**config.mk**
```make
export PLATFORM = sky130hd
export DESIGN_NAME = fetch_controller_flat
export DESIGN_NICKNAME = d
export VERILOG_FILES = /design/src/rtl/fetch_controller_if.sv /design/src/rtl/fetch_controller.sv /design/src/flat_wrapper.sv
export SDC_FILE = /design/constraint.sdc
export NUM_CORES = 1
export LEC_CHECK = 0
export CAP_MARGIN = 10
export CORE_MARGIN = 1.5
export CORE_UTILIZATION = 49
export CTS_CLUSTER_SIZE = 10
export DETAILED_ROUTE_END_ITERATION = 8
export GPL_ROUTABILITY_DRIVEN = 0
export PLACE_DENSITY = 0.86
export SYNTH_ARGS = -nofsm -noshare
export SYNTH_HDL_FRONTEND = slang
export SYNTH_SLANG_ARGS = --single-unit
```
**constraint.sdc**
```tcl
create_clock -name clk -period 3 [get_ports clk]
set_input_delay 0.3 -clock clk [delete_from_list [all_inputs] [get_ports clk]]
set_output_delay 0.3 -clock clk [all_outputs]
set_load 0.05 [all_outputs]
```
**src/rtl/fetch_controller_if.sv**
```systemverilog
// rtl/fetch_controller_if.sv - fetch controller signal bundle: loader, pipeline hazard inputs, pipeline control outputs
interface fetch_controller_if #(
    parameter int ADDR_W = 8,
    parameter int CNT_W  = 32
);
    logic              start;
    logic              load_start;
    logic              load_valid;
    logic [ADDR_W-1:0] load_addr;
    logic [31:0]       load_data;
    logic              load_done;
    logic              ex_mem_pcsrc;
    logic              id_stall;
    logic              id_halt;

    logic              pc_en;
    logic              pc_clr;
    logic              if_id_en;
    logic              if_id_flush;
    logic              id_ex_flush;
    logic              ex_mem_flush;
    logic              im_we;
    logic [ADDR_W-1:0] im_waddr;
    logic [31:0]       im_wdata;
    logic              load_ready;
    logic              done;
    logic [2:0]        state;
    logic [CNT_W-1:0]  fetch_count;

    modport master (
        input  start, load_start, load_valid, load_addr, load_data, load_done,
               ex_mem_pcsrc, id_stall, id_halt,
        output pc_en, pc_clr, if_id_en, if_id_flush, id_ex_flush, ex_mem_flush,
               im_we, im_waddr, im_wdata, load_ready, done, state, fetch_count
    );

    modport slave (
        output start, load_start, load_valid, load_addr, load_data, load_done,
               ex_mem_pcsrc, id_stall, id_halt,
        input  pc_en, pc_clr, if_id_en, if_id_flush, id_ex_flush, ex_mem_flush,
               im_we, im_waddr, im_wdata, load_ready, done, state, fetch_count
    );
endinterface

```
**src/rtl/fetch_controller.sv**
```systemverilog
// rtl/fetch_controller.sv - fetch-stage sequencer: program load, run with branch/stall handling, halt drain
module fetch_controller #(
    parameter int ADDR_W       = 8,
    parameter int DRAIN_CYCLES = 3,
    parameter int CNT_W        = 32
) (
    input  logic           clk,
    input  logic           reset,
    fetch_controller_if.master bus
);
    typedef enum logic [2:0] {
        IDLE  = 3'd0,
        LOAD  = 3'd1,
        RUN   = 3'd2,
        DRAIN = 3'd3,
        HALT  = 3'd4
    } state_t;

    localparam int            DW         = $clog2(DRAIN_CYCLES + 1);
    localparam logic [DW-1:0] DRAIN_INIT = DW'(DRAIN_CYCLES);

    state_t            state_q, state_d;
    logic [DW-1:0]     drain_q;
    logic              pc_clr_q;
    logic [CNT_W-1:0]  cnt_q;
    logic              im_we_q;
    logic [ADDR_W-1:0] im_waddr_q;
    logic [31:0]       im_wdata_q;
    logic              run_start;
    logic              pc_en, if_id_en, if_id_flush, id_ex_flush, ex_mem_flush;
    logic              load_ready, done;

    always_comb begin
        state_d      = state_q;
        run_start    = 1'b0;
        pc_en        = 1'b0;
        if_id_en     = 1'b0;
        if_id_flush  = 1'b0;
        id_ex_flush  = 1'b0;
        ex_mem_flush = 1'b0;
        load_ready   = 1'b0;
        done         = 1'b0;
        case (state_q)
            IDLE, HALT: begin
                done = (state_q == HALT);
                if (bus.load_start) begin
                    state_d = LOAD;
                end else if (bus.start) begin
                    state_d   = RUN;
                    run_start = 1'b1;
                end
            end
            LOAD: begin
                load_ready = 1'b1;
                if (bus.load_done) state_d = IDLE;
            end
            RUN: begin
                if (bus.ex_mem_pcsrc) begin
                    pc_en        = 1'b1;
                    if_id_en     = 1'b1;
                    if_id_flush  = 1'b1;
                    id_ex_flush  = 1'b1;
                    ex_mem_flush = 1'b1;
                end else if (bus.id_stall) begin
                    id_ex_flush = 1'b1;
                end else begin
                    pc_en    = 1'b1;
                    if_id_en = 1'b1;
                    if (bus.id_halt) state_d = DRAIN;
                end
            end
            DRAIN: begin
                // A branch resolving now proves the halt was fetched down the wrong path.
                if (bus.ex_mem_pcsrc) begin
                    pc_en        = 1'b1;
                    if_id_en     = 1'b1;
                    if_id_flush  = 1'b1;
                    id_ex_flush  = 1'b1;
                    ex_mem_flush = 1'b1;
                    state_d      = RUN;
                end else begin
                    id_ex_flush = 1'b1;
                    if (drain_q <= DW'(1)) state_d = HALT;
                end
            end
            default: state_d = IDLE;
        endcase
    end

    always_ff @(posedge clk or negedge reset) begin
        if (!reset) begin
            state_q    <= IDLE;
            drain_q    <= '0;
            pc_clr_q   <= 1'b0;
            cnt_q      <= '0;
            im_we_q    <= 1'b0;
            im_waddr_q <= '0;
            im_wdata_q <= '0;
        end else begin
            state_q  <= state_d;
            pc_clr_q <= run_start;
            if (state_q == RUN && state_d == DRAIN) begin
                drain_q <= DRAIN_INIT;
            end else if (state_q == DRAIN) begin
                drain_q <= drain_q - 1'b1;
            end
            im_we_q <= (state_q == LOAD) && bus.load_valid;
            if (state_q == LOAD && bus.load_valid) begin
                im_waddr_q <= bus.load_addr;
                im_wdata_q <= bus.load_data;
            end
            if (run_start) begin
                cnt_q <= '0;
            end else if (pc_en && cnt_q != {CNT_W{1'b1}}) begin
                cnt_q <= cnt_q + 1'b1;
            end
        end
    end

    assign bus.pc_en        = pc_en;
    assign bus.pc_clr       = pc_clr_q;
    assign bus.if_id_en     = if_id_en;
    assign bus.if_id_flush  = if_id_flush;
    assign bus.id_ex_flush  = id_ex_flush;
    assign bus.ex_mem_flush = ex_mem_flush;
    assign bus.im_we        = im_we_q;
    assign bus.im_waddr     = im_waddr_q;
    assign bus.im_wdata     = im_wdata_q;
    assign bus.load_ready   = load_ready;
    assign bus.done         = done;
    assign bus.state        = state_q;
    assign bus.fetch_count  = cnt_q;
endmodule

```
**src/flat_wrapper.sv**
```systemverilog
// flat-port wrapper written by rule: the top's interface ports become plain ports
module fetch_controller_flat 
#(
    parameter int ADDR_W       = 8,
    parameter int DRAIN_CYCLES = 3,
    parameter int CNT_W        = 32
)
  (clk, reset, bus_start, bus_load_start, bus_load_valid, bus_load_addr, bus_load_data, bus_load_done, bus_ex_mem_pcsrc, bus_id_stall, bus_id_halt, bus_pc_en, bus_pc_clr, bus_if_id_en, bus_if_id_flush, bus_id_ex_flush, bus_ex_mem_flush, bus_im_we, bus_im_waddr, bus_im_wdata, bus_load_ready, bus_done, bus_state, bus_fetch_count);
  fetch_controller_if #(.ADDR_W(ADDR_W), .CNT_W(CNT_W)) bus_i ();
  input  logic clk;
  input  logic reset;
  input wire logic [$bits(bus_i.start)-1:0] bus_start;
  input wire logic [$bits(bus_i.load_start)-1:0] bus_load_start;
  input wire logic [$bits(bus_i.load_valid)-1:0] bus_load_valid;
  input wire logic [$bits(bus_i.load_addr)-1:0] bus_load_addr;
  input wire logic [$bits(bus_i.load_data)-1:0] bus_load_data;
  input wire logic [$bits(bus_i.load_done)-1:0] bus_load_done;
  input wire logic [$bits(bus_i.ex_mem_pcsrc)-1:0] bus_ex_mem_pcsrc;
  input wire logic [$bits(bus_i.id_stall)-1:0] bus_id_stall;
  input wire logic [$bits(bus_i.id_halt)-1:0] bus_id_halt;
  output wire logic [$bits(bus_i.pc_en)-1:0] bus_pc_en;
  output wire logic [$bits(bus_i.pc_clr)-1:0] bus_pc_clr;
  output wire logic [$bits(bus_i.if_id_en)-1:0] bus_if_id_en;
  output wire logic [$bits(bus_i.if_id_flush)-1:0] bus_if_id_flush;
  output wire logic [$bits(bus_i.id_ex_flush)-1:0] bus_id_ex_flush;
  output wire logic [$bits(bus_i.ex_mem_flush)-1:0] bus_ex_mem_flush;
  output wire logic [$bits(bus_i.im_we)-1:0] bus_im_we;
  output wire logic [$bits(bus_i.im_waddr)-1:0] bus_im_waddr;
  output wire logic [$bits(bus_i.im_wdata)-1:0] bus_im_wdata;
  output wire logic [$bits(bus_i.load_ready)-1:0] bus_load_ready;
  output wire logic [$bits(bus_i.done)-1:0] bus_done;
  output wire logic [$bits(bus_i.state)-1:0] bus_state;
  output wire logic [$bits(bus_i.fetch_count)-1:0] bus_fetch_count;
  assign bus_i.start = bus_start;
  assign bus_i.load_start = bus_load_start;
  assign bus_i.load_valid = bus_load_valid;
  assign bus_i.load_addr = bus_load_addr;
  assign bus_i.load_data = bus_load_data;
  assign bus_i.load_done = bus_load_done;
  assign bus_i.ex_mem_pcsrc = bus_ex_mem_pcsrc;
  assign bus_i.id_stall = bus_id_stall;
  assign bus_i.id_halt = bus_id_halt;
  assign bus_pc_en = bus_i.pc_en;
  assign bus_pc_clr = bus_i.pc_clr;
  assign bus_if_id_en = bus_i.if_id_en;
  assign bus_if_id_flush = bus_i.if_id_flush;
  assign bus_id_ex_flush = bus_i.id_ex_flush;
  assign bus_ex_mem_flush = bus_i.ex_mem_flush;
  assign bus_im_we = bus_i.im_we;
  assign bus_im_waddr = bus_i.im_waddr;
  assign bus_im_wdata = bus_i.im_wdata;
  assign bus_load_ready = bus_i.load_ready;
  assign bus_done = bus_i.done;
  assign bus_state = bus_i.state;
  assign bus_fetch_count = bus_i.fetch_count;
  fetch_controller #(.ADDR_W(ADDR_W), .DRAIN_CYCLES(DRAIN_CYCLES), .CNT_W(CNT_W)) u_core (.clk(clk), .reset(reset), .bus(bus_i));
endmodule
```
==> results_tabular.tex, run 1 <==
\begin{tabular}{lr}
\hline
Metric & Value \\
\hline
\multicolumn{2}{l}{\textbf{Logic synthesis}} \\
\quad Area share of xor/xnor cells in the synthesized design & 1.161\% \\
\quad Number of storage elements in the synthesis netlist & 79 \\
\quad Ys async rst share & 100.0\% \\
\quad Post-synthesis adder-cell area fraction & 0.6636\% \\
\quad Number of instances in the synthesized netlist & approximately 320 \\
\quad Dominant combinational cell family by area after synthesis & simple AND/OR/NAND/NOR gates \\
\quad Cell type with the largest total area after synthesis & dfrtp\_1 \\
\quad Sequential area share after synthesis & 52.42\% \\
\quad Number of warnings printed during yosys synthesis & 0 \\
\quad Synth top area share & 52.42\% \\
\quad Netlist area before placement & 3771 µm² \\
\quad Number of enable flip-flop cells after synthesis & 0 \\
\quad Post-Synthesis Net Count & 374 \\
\quad Average instance area after synthesis & 11.68 µm² \\
\quad Dominant cells by area after synthesis & dfrtp\_1, mux2\_2, nand3\_1 \\
\quad Dominant register cell in the synthesized netlist & dfrtp\_1 \\
\quad Synth Area in Compound Gates & under 10\% \\
\quad Post-Synth Simple-Gate Area & 19.77\% \\
\quad Number of different library cells in the post-synthesis netlist & 49 \\
\quad Proportion of synthesized area in mux cells & 13.27\% \\
\multicolumn{2}{l}{\textbf{Drt}} \\
\quad Vias per cell & 5.667 \\
\quad DRT iter0 DRCs & 173 \\
\quad DRC violation count after routing & 0 \\
\quad Routed wire length & approximately 9800 µm \\
\quad Average detailed-routed wire length per instance & 17.52 µm \\
\quad Residual antenna-violating net count after detailed routing & 0 \\
\quad Number of search-and-repair iterations in the first detailed-routing pass & 4 \\
\quad Total via count after detailed routing & between 3000 and 4000 \\
\multicolumn{2}{l}{\textbf{Floorplan}} \\
\quad Cell row count & 31 \\
\quad Total I/O pin count & between 100 and 150 \\
\quad Die footprint & 8231 µm² \\
\quad Y dimension of the die & 90.73 µm \\
\quad Starting utilization of the core area & 51.44\% \\
\quad Die width & 90.73 µm \\
\quad Placeable core region & 7331 µm² \\
\multicolumn{2}{l}{\textbf{Finish}} \\
\quad Filler Cells Inserted & 503 \\
\quad Area added between synthesis and finish & 42.44\% \\
\quad Fraction of layout instances using a drive strength above 1 & 16.56\% \\
\quad Area taken by flip-flops and latches & 1977 µm² \\
\quad Combined area of the multi-input logic cells & 1690 µm² \\
\quad Area of all placed cells without fillers & 5371 µm² \\
\quad Final instance count without filler cells & 558 \\
\quad Post-layout net count & roughly 510 \\
\quad Antenna cells & 0 \\
\quad Post-route core utilization & 73.27\% \\
\multicolumn{2}{l}{\textbf{Clocking}} \\
\quad Depth of the CTS H-tree & 3 \\
\quad Buffers from clock root to sink, at most & 2 \\
\quad TritonCTS buffer count & 9 \\
\quad Clock latency on the worst-skew pair & 0.35 ns \\
\quad Clock tree from TritonCTS & built \\
\quad Count of instances resized after the clock tree is built & 0 \\
\quad Post-CTS Setup Bufs & 0 \\
\quad Sink count of the clock tree & 79 \\
\quad Clk Tree Root Cell & clkbuf\_8 \\
\quad Clock-pin slew of the registers on the worst-case setup and hold paths & approximately 0.080 ns \\
\quad Number of hold buffers added after CTS & 0 \\
\multicolumn{2}{l}{\textbf{Critical path}} \\
\quad Worst path cell trace & nand2b\_1, nor2\_1, clkdlybuf4s50\_1 \\
\quad Cell class contributing the biggest share of worst-path delay & buffers and inverters \\
\quad Worst path buffer plus inverter count & 1 \\
\quad Peak per-stage delay on the critical path & about 0.84 ns \\
\quad Largest fanout on the critical path & 7 \\
\quad Kind of start point of the critical path & flip-flop \\
\quad Start-to-end type of the worst setup path & reg -> out \\
\quad Crit path capture type & output pin \\
\quad CP max-delay cell & clkdlybuf4s50\_1 \\
\quad Required time worst endpoint & $\sim$2.7 ns \\
\quad CP arrival & 2.29 ns \\
\multicolumn{2}{l}{\textbf{Outcome}} \\
\quad Outcome & complete, no violations \\
\multicolumn{2}{l}{\textbf{Power}} \\
\quad LEAKAGE & 2.146 nW \\
\quad Cell area power density & between 900 and 1000 nW/µm² \\
\quad Maximum resistive drop on vdd & 0.0006678 V \\
\multicolumn{2}{l}{\textbf{Timing}} \\
\quad Fraction of the cycle the final worst path needs & 86.18\% \\
\quad Slack of the critical path & 0.4145 ns \\
\quad Endpoints failing setup & 0 \\
\quad Headroom to the max-slew limit & between 30\% and 40\% \\
\quad Max-slew violations & 0 \\
\quad Hold Violations, Final & 0 \\
\quad Minimum clock period after layout & 2.586 ns \\
\quad Transition time at the pin with the least slew margin & 0.9657 ns \\
\quad Total Neg Setup Slack & 0 ns \\
\quad Layout Skew & 0.004947 ns \\
\quad Max Clock Freq & 386.8 MHz \\
\quad Unrepaired setup endpoints after global routing & false \\
\multicolumn{2}{l}{\textbf{Global routing}} \\
\quad First-pass GRT wire length & 16040 µm \\
\quad Initial antenna violation count & 0 \\
\quad Total global-route track usage & 24.55\% \\
\quad Vias in the first global route & between 3000 and 4000 \\
\quad Largest net degree at the start of global routing & 80 \\
\quad Residual overflow from global routing & 0 \\
\multicolumn{2}{l}{\textbf{Placed design}} \\
\quad PortBufs & 132 \\
\quad HPWL reported at the end of detailed placement & 7065 µm \\
\quad Placed instance count & 542 \\
\quad Post-placement worst setup slack & 0.5816 ns \\
\quad Total cell area at the placement stage & $\sim$5200 µm² \\
\multicolumn{2}{l}{\textbf{Job}} \\
\quad Max-cap violations & 0 \\
\multicolumn{2}{l}{\textbf{Worst hold path}} \\
\quad Class of the most critical hold timing path & in -> async \\
\hline
\end{tabular}
## Yosys cell counts, drive strengths merged (2+ instances only)
library cell	instances
nand3b	2
o31ai	9
or4	7
and4	8
xor2	4
ha	2
inv	5
nor4	4
a21oi	15
nor4b	2
clkbuf	3
o211ai	7
a31o	2
and2	4
nor3b	3
nand3	20
buf	12
mux2	40
and3	6
o21a	2
nor2	12
or3	8
o21ai	11
dfrtp	79
nand4	14
nor3	5
nand2	20
mux2i	5
## worst reg2reg max path, stage by stage (launching register included)
cell and delay (ns):
dfrtp_1 0.46, nand2b_1 0.38, nor4_4 0.61, nand4_2 0.22, or3_1 0.36, a21oi_1 0.18
## cells by family after synthesis
family | count (synthesis)
AOI/OAI and AO/OA | 54
xor gates and xnor gates | 5
adders and majority gates | 2
buffers and inverters | 20
DFF | 79
muxes | 45
and+or+nand+nor | 118
## cell type report
class / count / share of cell area [%]
clock buffers: 10 / 2.376
clock inverters: 6 / 1.724
inverters: 5 / 0.3494
multi-input cells: 224 / 31.47
flip-flops and latches: 79 / 36.80
well taps: 99 / 2.306
repair buffers: 135 / 24.97
## flip-flops by register name (all words and copies together), names as in the netlist
register / flops
u_core.bus.fetch_count: 32
u_core.bus.im_waddr: 8
u_core.bus.im_wdata: 32
u_core.bus.im_we: 1
u_core.bus.pc_clr: 1
u_core.bus.state: 3
u_core.drain_q: 2
## report_power, final
| part | leakage [nW] | switching (mW) | internal, mW |
|---|---|---|---|
| Clock | 0.104 | 0.399 | 0.475 |
| Combinational | 1.04 | 1.78 | 1.01 |
| Sequential | 1.01 | 0.255 | 1.41 |
| Total | 2.15 | 2.44 | 2.89 |
## per-layer routing
| layer | GRT usage, % | wire (µm) | up-vias |
|---|---|---|---|
| li1 | - | - | 1481 |
| met1 | 33.48 | 4311 | 1540 |
| met2 | 40.04 | 4679 | 127 |
| met3 | 3.872 | 639 | 14 |
| met4 | 7.937 | 143 | 0 |
| met5 | 0 | 0 | - |
## metrics by stage
stage,power (mW),hold WS [ns]
after detailed placement,4.489,0.4951
after floorplan,3.530,0.004409
final,5.330,0.08699
after global routing,5.558,0.2015
after CTS,5.369,0.1416
after global placement,4.422,0.4873
## worst paths after layout
check,start,to,slack (ns),cells past startpoint
min,reset,u_core.bus.fetch_count[4],0.09,1
max reg2reg,u_core.bus.state[2],u_core.bus.fetch_count[30],0.70,5
max,u_core.bus.state[2],bus_if_id_en,0.41,3
min in group clk,u_core.bus.im_waddr[7],u_core.bus.im_waddr[7],0.51,1
max in group asynchronous,reset,u_core.bus.fetch_count[27],2.28,1
min reg2reg,u_core.bus.im_waddr[7],u_core.bus.im_waddr[7],0.51,1
## placed cells by master, fill, tap and decap left out, types with 9 or more instances in the layout
cell type / n
clkdlybuf4s50_1: 131
clkbuf_8: 9
dfrtp_1: 79
a21oi_1: 15
nand3_1: 20
o21ai_0: 10
nand2_1: 18
nor2_1: 12
mux2_2: 40
nand4_1: 12
o31ai_1: 9
No activity file was read; power rests on OpenSTA's default activity.
==> run 2: changes to the inputs <==
==> constraint.sdc (replaced) <==
create_clock -name clk -period 3.35 [get_ports clk]
set_input_delay 0.335 -clock clk [delete_from_list [all_inputs] [get_ports clk]]
set_output_delay 0.335 -clock clk [all_outputs]
set_load 0.05 [all_outputs]
==> run 2 against run 1 <==
Sequential share of layout area down 0.14 points. First-iteration DRC count down 24%. Global-route usage down 0.79 points. Final area increased by 0.37%. Worst hold slack better by 0.019 ns. Critical path type unchanged. Die area unchanged. Highest routed layer unchanged. Register-to-register slack improved by 0.33 ns. Critical endpoint unchanged. Wire length is 2.6% lower.
==> results_tabular.tex, run 2 (synthesis results as in run 1) <==
\begin{tabular}{lr}
\hline
Metric & Value \\
\hline
\multicolumn{2}{l}{\textbf{Outcome}} \\
\quad Outcome & complete, no violations \\
\multicolumn{2}{l}{\textbf{Placed design}} \\
\quad PortBufs & 132 \\
\quad Placed instance count & between 500 and 600 \\
\quad HPWL reported at the end of detailed placement & between 6000 and 7000 µm \\
\multicolumn{2}{l}{\textbf{Finish}} \\
\quad Antenna cells & 0 \\
\quad Fraction of layout instances using a drive strength above 1 & about 16\% \\
\quad Final instance count without filler cells & 557 \\
\quad Most frequent cells in the layout & clkdlybuf4s50\_1, dfrtp\_1, mux2\_2 \\
\quad Most common library cell in the layout ignoring fill and taps & clkdlybuf4s50\_1 \\
\quad Area added between synthesis and finish & 42.97\% \\
\quad Post-layout net count & 504 \\
\multicolumn{2}{l}{\textbf{Critical path}} \\
\quad Largest fanout on the critical path & 9 \\
\quad Crit path capture type & output pin \\
\quad Start-to-end type of the worst setup path & reg -> out \\
\quad CP arrival & 2.30 ns \\
\quad Kind of start point of the critical path & flip-flop \\
\quad Required time worst endpoint & $\sim$3.0 ns \\
\multicolumn{2}{l}{\textbf{Clocking}} \\
\quad Clock-pin slew of the registers on the worst-case setup and hold paths & 0.08 ns \\
\quad Number of hold buffers added after CTS & 0 \\
\quad Clk Tree Root Cell & clkbuf\_8 \\
\quad Buffers from clock root to sink, at most & 2 \\
\quad Depth of the CTS H-tree & 3 \\
\quad Sink count of the clock tree & 79 \\
\quad TritonCTS buffer count & 9 \\
\quad Clock tree from TritonCTS & built \\
\quad Count of instances resized after the clock tree is built & 0 \\
\quad Post-CTS Setup Bufs & 0 \\
\quad Clock latency on the worst-skew pair & 0.35 ns \\
\multicolumn{2}{l}{\textbf{Power}} \\
\quad Fraction of power spent switching nets & 44.72\% \\
\quad Combinational share of power & 51.4\% \\
\quad Cell area power density & 900.8 nW/µm² \\
\quad Maximum resistive drop on vdd & roughly 0.00050 V \\
\quad Net switching power & 2.172 mW \\
\quad Fraction of power consumed by sequential logic & 30.5\% \\
\quad Internal power & 2.685 mW \\
\quad LEAKAGE & roughly 2.2 nW \\
\quad Post-layout power & between 4 and 5 mW \\
\quad Clock network fraction of total power & 18.1\% \\
\multicolumn{2}{l}{\textbf{Timing}} \\
\quad Transition time at the pin with the least slew margin & a little under 1 ns \\
\quad Layout Skew & 0.01174 ns \\
\quad Endpoints failing setup & 0 \\
\quad Total Neg Setup Slack & 0 ns \\
\quad Headroom to the max-slew limit & 35.07\% \\
\quad Hold Violations, Final & 0 \\
\quad Unrepaired setup endpoints after global routing & false \\
\quad Fraction of the cycle the final worst path needs & between 70\% and 80\% \\
\quad Minimum clock period after layout & 2.636 ns \\
\quad Max-slew violations & 0 \\
\quad Max Clock Freq & 379.4 MHz \\
\multicolumn{2}{l}{\textbf{Floorplan}} \\
\quad Y dimension of the die & between 90 and 100 µm \\
\quad Cell row count & 31 \\
\quad Starting utilization of the core area & 51.44\% \\
\quad Total I/O pin count & 133 \\
\quad Die footprint & between 8000 and 9000 µm² \\
\quad Placeable core region & 7331 µm² \\
\quad Die width & 90.73 µm \\
\multicolumn{2}{l}{\textbf{Job}} \\
\quad Max-cap violations & 0 \\
\multicolumn{2}{l}{\textbf{Drt}} \\
\quad Routed wire length & about 9500 µm \\
\quad DRT iter0 DRCs & between 100 and 150 \\
\quad Residual antenna-violating net count after detailed routing & 0 \\
\quad Average detailed-routed wire length per instance & about 17 µm \\
\quad Number of search-and-repair iterations in the first detailed-routing pass & 5 \\
\quad Total via count after detailed routing & 3186 \\
\quad Vias per cell & 5.720 \\
\quad DRC violation count after routing & 0 \\
\multicolumn{2}{l}{\textbf{Global routing}} \\
\quad Met2 track demand over resource in global routing & 38.10\% \\
\quad Residual overflow from global routing & 0 \\
\quad Largest net degree at the start of global routing & 80 \\
\quad Total global-route track usage & 23.76\% \\
\quad First-pass GRT wire length & 15640 µm \\
\quad Most heavily used metal layer in global routing & met2 \\
\quad Vias in the first global route & 3088 \\
\quad Global routing met1 resource utilization & 31.77\% \\
\quad Met3 track demand over resource & 5.471\% \\
\quad Initial antenna violation count & 0 \\
\multicolumn{2}{l}{\textbf{Worst hold path}} \\
\quad Class of the most critical hold timing path & in -> async \\
\hline
\end{tabular}
-- run 2: cell types whose count changed in the layout (fill, tap and decap cells not counted), sizes merged --
| cell | previous run | this run |
|---|---|---|
| clkinvlp | 2 | 1 |
| bufinv | 2 | 3 |
| buf | 4 | 3 |
-- run 2: final timing paths --
check                                            start                         end  slack, ns  cells past startpoint
worst max-delay path               u_core.bus.state[2]                bus_if_id_en       0.71                      4
worst min-delay path                             reset   u_core.bus.fetch_count[1]       0.11                      1
worst max register to register     u_core.bus.state[2]  u_core.bus.fetch_count[12]       1.03                      5
worst min register to register  u_core.bus.im_wdata[8]      u_core.bus.im_wdata[8]       0.51                      1
max in group asynchronous                        reset            u_core.bus.im_we       2.57                      1
min in group clk                u_core.bus.im_wdata[8]      u_core.bus.im_wdata[8]       0.51                      1
-- run 2: routing by layer --
layer  part of all wire (%)  vias to the layer above
met5                      0                        -
met4                    1.2                        0
met3                    7.8                       13
met2                     48                      162
met1                     43                     1535
li1                       -                     1476
-- run 2: area by class of cell --
class / count / area [µm²]
clock buffer: 10 / 137.6
timing repair buffer: 134 / 1334
clock inverter: 6 / 115.1
fill: 507 / 1939
inverter: 5 / 18.77
multi-input combinational: 224 / 1685
sequential: 79 / 1977
tap: 99 / 123.9
-- run 2: stage by stage --
stage                     cell area, µm²  setup slack [ns]  util, %  hold WS (ns)
after global routing                5391            0.5993    73.55        0.1986
after floorplan                     3771            0.2478        -       0.03941
after CTS                           5391            0.7042    73.55        0.1728
after detailed placement            5139            0.8444    70.10        0.4940
final                               5391            0.7141    73.55        0.1061
after global placement              5139            0.8856    70.10        0.4879
-- run 2: worst max-delay path: stages, from the launching register on --
cell and delay [ns]:
dfrtp_1 0.45, nand2b_1 0.35, nor2_1 0.18, buf_4 0.17, clkdlybuf4s50_1 0.81
-- run 2: power groups by stage --
stage	combinational (mW)	clock, mW	sequential (mW)
after global placement	2.46	0	1.47
after CTS	2.51	0.894	1.48
after global routing	2.59	0.946	1.53
after floorplan	0.654	0	2.50
after detailed placement	2.51	0	1.49
final	2.50	0.880	1.48
==> run 3: changes to the inputs <==
--- a/config.mk
+++ b/config.mk
@@ -7,11 +7,11 @@
 export LEC_CHECK = 0
 export CAP_MARGIN = 10
 export CORE_MARGIN = 1.5
-export CORE_UTILIZATION = 49
+export CORE_UTILIZATION = 45
 export CTS_CLUSTER_SIZE = 10
 export DETAILED_ROUTE_END_ITERATION = 8
 export GPL_ROUTABILITY_DRIVEN = 0
-export PLACE_DENSITY = 0.86
+export PLACE_DENSITY = 0.8
 export SYNTH_ARGS = -nofsm -noshare
 export SYNTH_HDL_FRONTEND = slang
 export SYNTH_SLANG_ARGS = --single-unit
==> constraint.sdc (replaced) <==
create_clock -name clk -period 2.75 [get_ports clk]
set_input_delay 0.275 -clock clk [delete_from_list [all_inputs] [get_ports clk]]
set_output_delay 0.275 -clock clk [all_outputs]
set_load 0.05 [all_outputs]
==> run 3 against run 2 <==
Die area increased by 8.6%. Register-to-register slack got worse by 0.53 ns. Worst hold slack got worse by 0.052 ns. Critical path depth decreased by 1. First-iteration DRC count increased by 7.6%. Global-route usage decreased by 2.6 points. Clock skew decreased by 0.0013 ns. Highest routed layer unchanged.
==> results_tabular.tex, run 3 (synthesis results as in run 1) <==
\begin{tabular}{lr}
\hline
Metric & Value \\
\hline
\multicolumn{2}{l}{\textbf{Clocking}} \\
\quad Clk Tree Root Cell & clkbuf\_8 \\
\quad Clock tree from TritonCTS & built \\
\quad Buffers from clock root to sink, at most & 2 \\
\quad Count of instances resized after the clock tree is built & 0 \\
\quad Number of hold buffers added after CTS & 0 \\
\quad Post-CTS Setup Bufs & 0 \\
\quad TritonCTS buffer count & 9 \\
\quad Sink count of the clock tree & between 70 and 80 \\
\quad Depth of the CTS H-tree & 3 \\
\quad Clock latency on the worst-skew pair & 0.34 ns \\
\quad Clock-pin slew of the registers on the worst-case setup and hold paths & around 0.09 ns \\
\multicolumn{2}{l}{\textbf{Critical path}} \\
\quad Worst path buffer plus inverter count & 1 \\
\quad Required time worst endpoint & 2.48 ns \\
\quad Peak per-stage delay on the critical path & $\sim$0.8 ns \\
\quad CP max-delay cell & clkdlybuf4s50\_1 \\
\quad Source of the worst register-to-register timing path & u\_core.bus.state[2] \\
\quad Cell class contributing the biggest share of worst-path delay & buffers and inverters \\
\quad Kind of start point of the critical path & flip-flop \\
\quad Startpoint of the worst setup timing path & u\_core.bus.state[2] \\
\quad Largest fanout on the critical path & 7 \\
\quad Start-to-end type of the worst setup path & reg -> out \\
\quad Crit path capture type & output pin \\
\quad Worst path cell trace & nand2b\_1, nor2\_1, clkdlybuf4s50\_1 \\
\quad CP arrival & 2.13 ns \\
\multicolumn{2}{l}{\textbf{Finish}} \\
\quad Post-layout net count & 506 \\
\quad Fraction of layout instances using a drive strength above 1 & 17.17\% \\
\quad Antenna cells & 0 \\
\quad Most common library cell in the layout ignoring fill and taps & clkdlybuf4s50\_1 \\
\quad Filler Cells Inserted & 648 \\
\quad Combined area of the multi-input logic cells & 1689 µm² \\
\quad Area added between synthesis and finish & 43.33\% \\
\quad Most frequent cells in the layout & clkdlybuf4s50\_1, dfrtp\_1, mux2\_2 \\
\quad Area taken by flip-flops and latches & 1977 µm² \\
\multicolumn{2}{l}{\textbf{Power}} \\
\quad Clock network fraction of total power & between 10\% and 20\% \\
\quad Cell area power density & 1084 nW/µm² \\
\quad LEAKAGE & between 2 and 2.5 nW \\
\quad Net switching power & approximately 2.6 mW \\
\quad Maximum resistive drop on vdd & 0.0007186 V \\
\quad Fraction of power consumed by sequential logic & 30.7\% \\
\quad Internal power & 3.233 mW \\
\quad Fraction of power spent switching nets & 44.84\% \\
\quad Combinational share of power & between 50 and 60\% \\
\multicolumn{2}{l}{\textbf{Global routing}} \\
\quad Largest net degree at the start of global routing & 80 \\
\quad Vias in the first global route & 3107 \\
\quad Initial antenna violation count & 0 \\
\quad Met3 track demand over resource & under 10\% \\
\quad Most heavily used metal layer in global routing & met2 \\
\quad Total global-route track usage & between 20\% and 30\% \\
\quad Global routing met1 resource utilization & 26.79\% \\
\quad Met2 track demand over resource in global routing & a little over a third \\
\quad First-pass GRT wire length & 14980 µm \\
\quad Residual overflow from global routing & 0 \\
\multicolumn{2}{l}{\textbf{Floorplan}} \\
\quad Placeable core region & between 8000 and 9000 µm² \\
\quad Die width & 94.55 µm \\
\quad Y dimension of the die & about 95 µm \\
\quad Total I/O pin count & between 100 and 150 \\
\quad Die footprint & 8939 µm² \\
\quad Starting utilization of the core area & a little under half \\
\quad Cell row count & 33 \\
\multicolumn{2}{l}{\textbf{Drt}} \\
\quad Number of search-and-repair iterations in the first detailed-routing pass & 4 \\
\quad Vias per cell & $\sim$5.6 \\
\quad Residual antenna-violating net count after detailed routing & 0 \\
\quad DRT iter0 DRCs & 141 \\
\quad Average detailed-routed wire length per instance & 16.73 µm \\
\quad Routed wire length & about 9500 µm \\
\quad DRC violation count after routing & 0 \\
\quad Total via count after detailed routing & 3152 \\
\multicolumn{2}{l}{\textbf{Timing}} \\
\quad Endpoints failing setup & 0 \\
\quad Layout Skew & 0.01047 ns \\
\quad Max-slew violations & 0 \\
\quad Fraction of the cycle the final worst path needs & about 87\% \\
\quad Final hold slack & $\sim$0.054 ns \\
\quad Unrepaired setup endpoints after global routing & false \\
\quad Hold Violations, Final & 0 \\
\quad Total Neg Setup Slack & 0 ns \\
\quad Headroom to the max-slew limit & roughly 33\% \\
\quad Minimum clock period after layout & 2.405 ns \\
\quad Transition time at the pin with the least slew margin & 0.9989 ns \\
\quad Max Clock Freq & 415.8 MHz \\
\multicolumn{2}{l}{\textbf{Placed design}} \\
\quad PortBufs & $\sim$130 \\
\quad HPWL reported at the end of detailed placement & $\sim$7000 µm \\
\multicolumn{2}{l}{\textbf{Worst hold path}} \\
\quad Class of the most critical hold timing path & in -> async \\
\multicolumn{2}{l}{\textbf{Job}} \\
\quad Max-cap violations & 0 \\
\multicolumn{2}{l}{\textbf{Outcome}} \\
\quad Outcome & complete, no violations \\
\hline
\end{tabular}
==> run 3: stage by stage <==
step	power [mW]	setup WS, ns	util [%]	cell area (µm²)	cells
finish	5.861	0.3452	66.12	5405	565
global placement	4.794	0.4531	63.12	5160	549
floorplan	3.851	0.1913	-	3776	323
CTS	5.911	0.3152	66.12	5405	565
global route	6.140	0.2192	66.12	5405	565
detailed placement	4.867	0.3604	63.12	5160	549
==> run 3: power groups by stage <==
stage | Combinational [mW] | Clock, mW | Sequential (mW)
2_1_floorplan | 0.799 | 0 | 3.05
3_3_place_gp | 3.00 | 0 | 1.80
3_5_place_dp | 3.04 | 0 | 1.83
4_1_cts | 3.05 | 1.06 | 1.80
5_1_grt | 3.16 | 1.12 | 1.86
6_report | 3.02 | 1.04 | 1.80
==> run 3: final timing paths <==
kind                            slack [ns]                    endpoint  cells after the start
worst min register to register        0.51     u_core.bus.im_wdata[13]                      1
max in group asynchronous             2.00   u_core.bus.fetch_count[1]                      1
worst min-delay path                  0.05  u_core.bus.fetch_count[21]                      1
worst max-delay path                  0.35             bus_id_ex_flush                      3
min in group clk                      0.51     u_core.bus.im_wdata[13]                      1
worst max register to register        0.50  u_core.bus.fetch_count[12]                      5
==> run 3: cell type report <==
type                       count  share of cell area [%]
sequential                    79                   36.57
multi-input combinational    224                   31.25
timing repair buffer         136                   24.86
tap                          105                   2.431
clock buffer                   9                   2.292
clock inverter                 7                   2.245
inverter                       5                  0.3472
==> run 3: routing by layer <==
metal	wire, µm	vias up
li1	-	1484
met1	3935	1540
met2	4776	120
met3	647	8
met4	94	0
met5	0	-
==> run 3: worst register-to-register path: stages (launching register included) <==
cell and delay [ns]:
dfrtp_1 0.45, nand2b_1 0.35, nor4_4 0.62, o41ai_2 0.24, or3_1 0.36, a21oi_1 0.16
